<file path="config.mk">
export PLATFORM = sky130hd
export DESIGN_NAME = reg_scoreboard
export DESIGN_NICKNAME = d
export VERILOG_FILES = /design/src/rtl/reg_scoreboard.sv
export SDC_FILE = /design/constraint.sdc
export NUM_CORES = 1
export LEC_CHECK = 0
export BUFFER_PORTS_ARGS = -buffer_cell sky130_fd_sc_hd__buf_4
export CAP_MARGIN = 20
export CORE_MARGIN = 5
export CORE_UTILIZATION = 50
export CTS_CLUSTER_SIZE = 24
export DETAILED_ROUTE_END_ITERATION = 10
export PLACE_DENSITY_LB_ADDON = 0.08
export REMOVE_ABC_BUFFERS = 1
export SYNTH_ARGS = -nofsm -noshare
export SYNTH_HDL_FRONTEND = slang
export SYNTH_SLANG_ARGS = --single-unit
</file>
<file path="constraint.sdc">
create_clock -name clk -period 3.95 [get_ports clk]
set_input_delay 0.395 -clock clk [delete_from_list [all_inputs] [get_ports clk]]
set_output_delay 0.395 -clock clk [all_outputs]
set_load 0.005 [all_outputs]
</file>
<file path="src/rtl/reg_scoreboard.sv">
// Register scoreboard: tracks in-flight destination registers, stalls ID on
// hazards, and arbitrates pipeline vs. long-latency writebacks onto one RF port.
module reg_scoreboard #(
  parameter int DATA_WIDTH         = 32,
  parameter int REG_MEM_ADDR_WIDTH = 5,
  parameter int LONG_MAX           = 4,
  parameter int STARVE_LIMIT       = 8
) (
  input  logic                          clk,
  input  logic                          rst_n,

  input  logic                          id_valid_i,
  input  logic [REG_MEM_ADDR_WIDTH-1:0] id_rs1_i,
  input  logic [REG_MEM_ADDR_WIDTH-1:0] id_rs2_i,
  input  logic [REG_MEM_ADDR_WIDTH-1:0] id_rd_i,
  input  logic                          id_RegWrite_i,
  input  logic                          id_long_i,
  output logic                          stall_o,
  output logic                          issue_o,

  input  logic                          pipe_wb_valid_i,
  input  logic [REG_MEM_ADDR_WIDTH-1:0] pipe_wb_addr_i,
  input  logic [DATA_WIDTH-1:0]         pipe_wb_data_i,
  output logic                          pipe_hold_o,

  input  logic                          long_wb_valid_i,
  input  logic [REG_MEM_ADDR_WIDTH-1:0] long_wb_addr_i,
  input  logic [DATA_WIDTH-1:0]         long_wb_data_i,
  output logic                          long_wb_ready_o,

  output logic                          wr_en_o,
  output logic [REG_MEM_ADDR_WIDTH-1:0] wr_addr_o,
  output logic [DATA_WIDTH-1:0]         wr_data_o
);

  localparam int NUM_REGS = 1 << REG_MEM_ADDR_WIDTH;
  localparam int LCW      = $clog2(LONG_MAX + 1);
  localparam int WCW      = $clog2(STARVE_LIMIT + 1);

  localparam logic [LCW-1:0] LONG_MAX_C     = LCW'(LONG_MAX);
  localparam logic [WCW-1:0] STARVE_LIMIT_C = WCW'(STARVE_LIMIT);
  localparam logic [REG_MEM_ADDR_WIDTH-1:0] ADDR_ZERO = '0;

  logic [NUM_REGS-1:0] r_pending;
  logic [LCW-1:0]      r_long_cnt;
  logic [WCW-1:0]      r_wait_cnt;

  logic                w_rs1_hit;
  logic                w_rs2_hit;
  logic                w_rd_hit;
  logic                w_long_full;
  logic                w_hazard;
  logic                w_set;
  logic                w_long_issue;
  logic                w_starve;
  logic                w_sel_long;
  logic                w_sel_pipe;
  logic [NUM_REGS-1:0] w_pending_nxt;

  // Hazard detection looks only at registered pending bits, so a writeback
  // committing this cycle releases its consumers one cycle later.
  assign w_rs1_hit   = r_pending[id_rs1_i] & (id_rs1_i != ADDR_ZERO);
  assign w_rs2_hit   = r_pending[id_rs2_i] & (id_rs2_i != ADDR_ZERO);
  assign w_rd_hit    = id_RegWrite_i & (id_rd_i != ADDR_ZERO) & r_pending[id_rd_i];
  assign w_long_full = id_RegWrite_i & id_long_i & (r_long_cnt == LONG_MAX_C);
  assign w_hazard    = id_valid_i & (w_rs1_hit | w_rs2_hit | w_rd_hit | w_long_full);

  assign stall_o      = w_hazard;
  assign issue_o      = id_valid_i & ~w_hazard;
  assign w_set        = issue_o & id_RegWrite_i & (id_rd_i != ADDR_ZERO);
  assign w_long_issue = issue_o & id_RegWrite_i & id_long_i;

  // Pipeline writeback normally wins; a long writeback that has waited long
  // enough takes the port and the pipeline holds its request.
  assign w_starve        = (r_wait_cnt >= STARVE_LIMIT_C);
  assign long_wb_ready_o = long_wb_valid_i & (~pipe_wb_valid_i | w_starve);
  assign pipe_hold_o     = pipe_wb_valid_i & w_starve & long_wb_valid_i;
  assign w_sel_long      = long_wb_ready_o;
  assign w_sel_pipe      = ~long_wb_ready_o & pipe_wb_valid_i & ~pipe_hold_o;

  always_comb begin
    wr_en_o   = 1'b0;
    wr_addr_o = '0;
    wr_data_o = '0;
    if (w_sel_long) begin
      wr_addr_o = long_wb_addr_i;
      wr_data_o = long_wb_data_i;
      wr_en_o   = (long_wb_addr_i != ADDR_ZERO);
    end else if (w_sel_pipe) begin
      wr_addr_o = pipe_wb_addr_i;
      wr_data_o = pipe_wb_data_i;
      wr_en_o   = (pipe_wb_addr_i != ADDR_ZERO);
    end
  end

  // Clear first, then set, so an issue to the register being written back
  // leaves it pending; x0 is never tracked.
  always_comb begin
    w_pending_nxt = r_pending;
    if (wr_en_o) begin
      w_pending_nxt[wr_addr_o] = 1'b0;
    end
    if (w_set) begin
      w_pending_nxt[id_rd_i] = 1'b1;
    end
    w_pending_nxt[0] = 1'b0;
  end

  always_ff @(posedge clk or negedge rst_n) begin
    if (!rst_n) begin
      r_pending <= '0;
    end else begin
      r_pending <= w_pending_nxt;
    end
  end

  always_ff @(posedge clk or negedge rst_n) begin
    if (!rst_n) begin
      r_long_cnt <= '0;
    end else if (w_long_issue && !long_wb_ready_o) begin
      if (r_long_cnt != LONG_MAX_C) begin
        r_long_cnt <= r_long_cnt + 1'b1;
      end
    end else if (!w_long_issue && long_wb_ready_o) begin
      if (r_long_cnt != '0) begin
        r_long_cnt <= r_long_cnt - 1'b1;
      end
    end
  end

  always_ff @(posedge clk or negedge rst_n) begin
    if (!rst_n) begin
      r_wait_cnt <= '0;
    end else if (long_wb_ready_o) begin
      r_wait_cnt <= '0;
    end else if (long_wb_valid_i && (r_wait_cnt < STARVE_LIMIT_C)) begin
      r_wait_cnt <= r_wait_cnt + 1'b1;
    end
  end

endmodule
</file>
==> results summary <==
Power spread over the standard cell area amounts to 333 nW/um2. At the pin with the least slew margin, the transition time is 1.05 ns. The post-cts sizing count is 0. Synthesis produced a netlist whose cell count is 368.

sky130_fd_sc_hd__nand2_1 is the most common cell in the netlist. The largest area contributor in the synthesized netlist is sky130_fd_sc_hd__dfrtp_1. The initial antenna violation count is 0. The placed wire-length estimate is 9230 um. The count of different cell masters after synthesis came out at 53. Clock-pin slew was measured on the worst setup and hold paths at 0.08 ns. The final setup violation count is 0. The mapped cell area came out at 3440 um2.

The number of I/O pins came out at 138. The synthesized design contains 38 register bits. Once detail routing completed, the nets flagged for antenna violations numbered 0. The share of the core filled with cells in the final layout is 67.2%. The area share of the largest cell type after synthesis came out at 27.7%.

The total via count in the routed design is 3594. The global-route congestion overflow total came out at 0. In this run the number of H-tree levels came out at 2. The sequential area share after synthesis came out at 27.7%. The fraction of final layout cells with drive strength greater than 1 is 40.4%. The flow ran to the end, and the final reports show no timing, DRC or antenna violations. Counting the fill cells in the layout gives 567. Setup repair after global routing left no endpoint under its margin. Static timing analysis puts the maximum clock frequency at 270 MHz. The peak supply drop came out at 328 uV. The worst-case headroom to the max-slew limit came out at 29.5%.

The largest fanout of any net on the critical path came out at 4. The die area came out at 8630 um2. The floorplan die width is 92.9 um. The count of endpoints failing hold in the final timing report is 0.

The initial core utilization is 50.9%. The worst setup path is launched from a register. The worst path meets setup with 0.241 ns of slack. The net count of the finished layout is 589. The library cell used as clock root buffer is sky130_fd_sc_hd__clkbuf_8. The static leakage power came out at 2.09 nW.

The core outline area came out at 6760 um2. The share of async-settable or async-resettable flops after synthesis is 100%. The die is 92.9 um tall. TritonCTS built the clock tree. The maximum number of pins on one net before global-route repair came out at 39.

The worst-case clock buffer depth is 2. The vias per cell came out at 6.31. By count the netlist is led by sky130_fd_sc_hd__nand2_1, sky130_fd_sc_hd__dfrtp_1, sky130_fd_sc_hd__o21ai_0. The diode insertion count for antenna repair is 0.

During placement, the flow inserted port buffers numbering 137. By area the synthesized netlist is led by sky130_fd_sc_hd__dfrtp_1, sky130_fd_sc_hd__o31ai_2, sky130_fd_sc_hd__a22o_1. For the worst-skew pair, the clock arrives at the later sink with an insertion delay of 0.30 ns.

The final cycle utilization of the critical path is 93.9%. The routed wire length per instance came out at 20.9 um. The clock period minus worst slack came out at 3.71 ns.

The row count is 30. The post-CTS setup-driven buffer insertion count came out at 0. The wire length of the first global-routing pass is 18800 um.

The clock net in this run drives a total of 38 sinks. The via count of the first global-routing pass came to 3415. The total wire length after detailed routing is 11900 um. The setup total negative slack is 0 ns. The final setup skew came out at 0.00512 ns.

The count of hold buffers inserted by post-cts repair came out at 0. The leading register cell type out of synthesis is sky130_fd_sc_hd__dfrtp_1. OpenSTA, run right after detailed placement, puts the worst setup slack at 0.0657 ns. The path class of the tightest hold or removal check is primary input to async pin. After detailed routing, the number of remaining DRC violations is 0. The worst setup path is of the register to register kind. Data on the critical path is required at its endpoint by 4.14 ns.

The number of warning messages in the yosys log is 0. The first-pass iteration count of the detailed router is 5. The final RePlAce weighted congestion is 0.922. The max-slew violation total from the final report is 0. From synthesis to final layout, the design area changed by 32.1%.

The number of max-cap violations came out at 0. The number of enable flip-flop cells after synthesis came out at 0. The worst reg2reg path depth is 10.

The number of buffers created by CTS is 5. The data arrival time of the critical path came out at 3.90 ns. The global-route usage over all layers is 27.7%.

STA classifies the critical path endpoint as a register. A synthesized cell averages 9.34 um2. The first routing iteration left 320 violations.
cell families (layout without fill, tap and decap cells):
kind of cell	after synthesis	in the layout	synth area share [%]
adders and majority gates	4	4	1.67
DFF	38	38	27.7
and+or+nand+nor	117	117	16.7
xor gates and xnor gates	2	2	0.510
muxes	34	34	15.4
AOI/OAI and AO/OA	133	133	31.8
buffers and inverters	40	162	6.26
cells in the final DEF, fill, tap and decap left out, types with 2 or more instances in the layout:
cell type,netlist,final
sky130_fd_sc_hd__nor3_1,3,3
sky130_fd_sc_hd__a22oi_1,2,2
sky130_fd_sc_hd__a21oi_1,7,7
sky130_fd_sc_hd__xor2_1,2,2
sky130_fd_sc_hd__a32oi_1,3,3
sky130_fd_sc_hd__mux2_2,6,6
sky130_fd_sc_hd__nor2b_1,3,3
sky130_fd_sc_hd__o211ai_1,2,2
sky130_fd_sc_hd__nand2_1,55,55
sky130_fd_sc_hd__or4_1,3,3
sky130_fd_sc_hd__mux4_2,9,9
sky130_fd_sc_hd__mux2i_1,13,13
sky130_fd_sc_hd__and3_1,4,4
sky130_fd_sc_hd__o31ai_2,28,28
sky130_fd_sc_hd__nor3b_1,4,4
sky130_fd_sc_hd__ha_1,3,3
sky130_fd_sc_hd__inv_1,11,11
sky130_fd_sc_hd__o21ai_0,35,35
sky130_fd_sc_hd__o31ai_1,4,4
sky130_fd_sc_hd__nand3_1,8,8
sky130_fd_sc_hd__o41ai_1,2,2
sky130_fd_sc_hd__nor2_1,17,17
sky130_fd_sc_hd__a2111oi_0,2,2
sky130_fd_sc_hd__dfrtp_1,38,38
sky130_fd_sc_hd__a22o_1,33,33
sky130_fd_sc_hd__buf_4,0,140
sky130_fd_sc_hd__clkbuf_8,0,6
sky130_fd_sc_hd__mux2_1,2,2
sky130_fd_sc_hd__nand4_1,4,4
sky130_fd_sc_hd__o22ai_1,5,5
sky130_fd_sc_hd__nand2b_1,8,8
sky130_fd_sc_hd__o22a_1,2,2
sky130_fd_sc_hd__mux4_1,4,4
metrics by stage:
stage               total power [mW]  cell area, um2  std cells  hold slack (ns)
detailed placement              1.22            4440        560            0.395
global route                    1.60            4540        570           0.0898
floorplan                      0.931            3270        340           0.0994
finish                          1.51            4540        570           0.0429
global placement                1.20            4440        560            0.390
CTS                             1.50            4530        568           0.0769
per-layer routing:
metal,vias up,GRT usage (%),share of wire (%)
li1,1654,-,-
met1,1754,39.5,43
met2,162,41.5,46
met3,24,7.15,8.6
met4,0,7.45,2.4
met5,-,0,0
where the power goes:
group          switching (mW)  leakage, nW  internal [mW]  total, mW
clock network           0.141       0.0482          0.141      0.282
registers               0.109        0.503          0.473      0.581
logic                   0.329         1.54          0.317      0.647
total                   0.579         2.09          0.931       1.51
area by class of cell:
| class | count | area (um2) | share of cell area, % |
|---|---|---|---|
| multi-input combinational | 290 | 2290 | 50.4 |
| timing repair buffer | 142 | 1060 | 23.4 |
| sequential | 38 | 951 | 20.9 |
| tap | 80 | 100 | 2.20 |
| clock buffer | 7 | 86.3 | 1.90 |
| inverter | 12 | 45.0 | 0.992 |
| clock inverter | 1 | 5.00 | 0.110 |
path summary, 6_finish.rpt:
| path | slack, ns | to | startpoint |
|---|---|---|---|
| worst max-delay path | 0.24 | r_long_cnt[1] | r_pending[8] |
| worst min-delay path | 0.04 | r_pending[14] | rst_n |
| worst max register to register | 0.24 | r_long_cnt[1] | r_pending[8] |
| worst min register to register | 0.57 | r_wait_cnt[2] | r_wait_cnt[2] |
| max in group asynchronous | 3.54 | r_pending[20] | rst_n |
| min in group clk | 0.40 | r_wait_cnt[0] | pipe_wb_valid_i |
critical path: stages, from the launching register on:
cell,delay (ns)
sky130_fd_sc_hd__dfrtp_1,0.42
sky130_fd_sc_hd__mux4_2,0.48
sky130_fd_sc_hd__o2111ai_2,0.18
sky130_fd_sc_hd__o41ai_1,0.10
sky130_fd_sc_hd__or4_1,0.53
sky130_fd_sc_hd__or4_4,0.57
sky130_fd_sc_hd__nor4b_2,0.29
sky130_fd_sc_hd__ha_1,0.28
sky130_fd_sc_hd__inv_1,0.12
sky130_fd_sc_hd__fa_1,0.44
sky130_fd_sc_hd__o22a_1,0.20
sequential cells by signal (all words and copies together), names as in the netlist:
signal	flops
r_wait_cnt	4
r_long_cnt	3
r_pending	31
No activity file was read; power rests on OpenSTA's default activity.
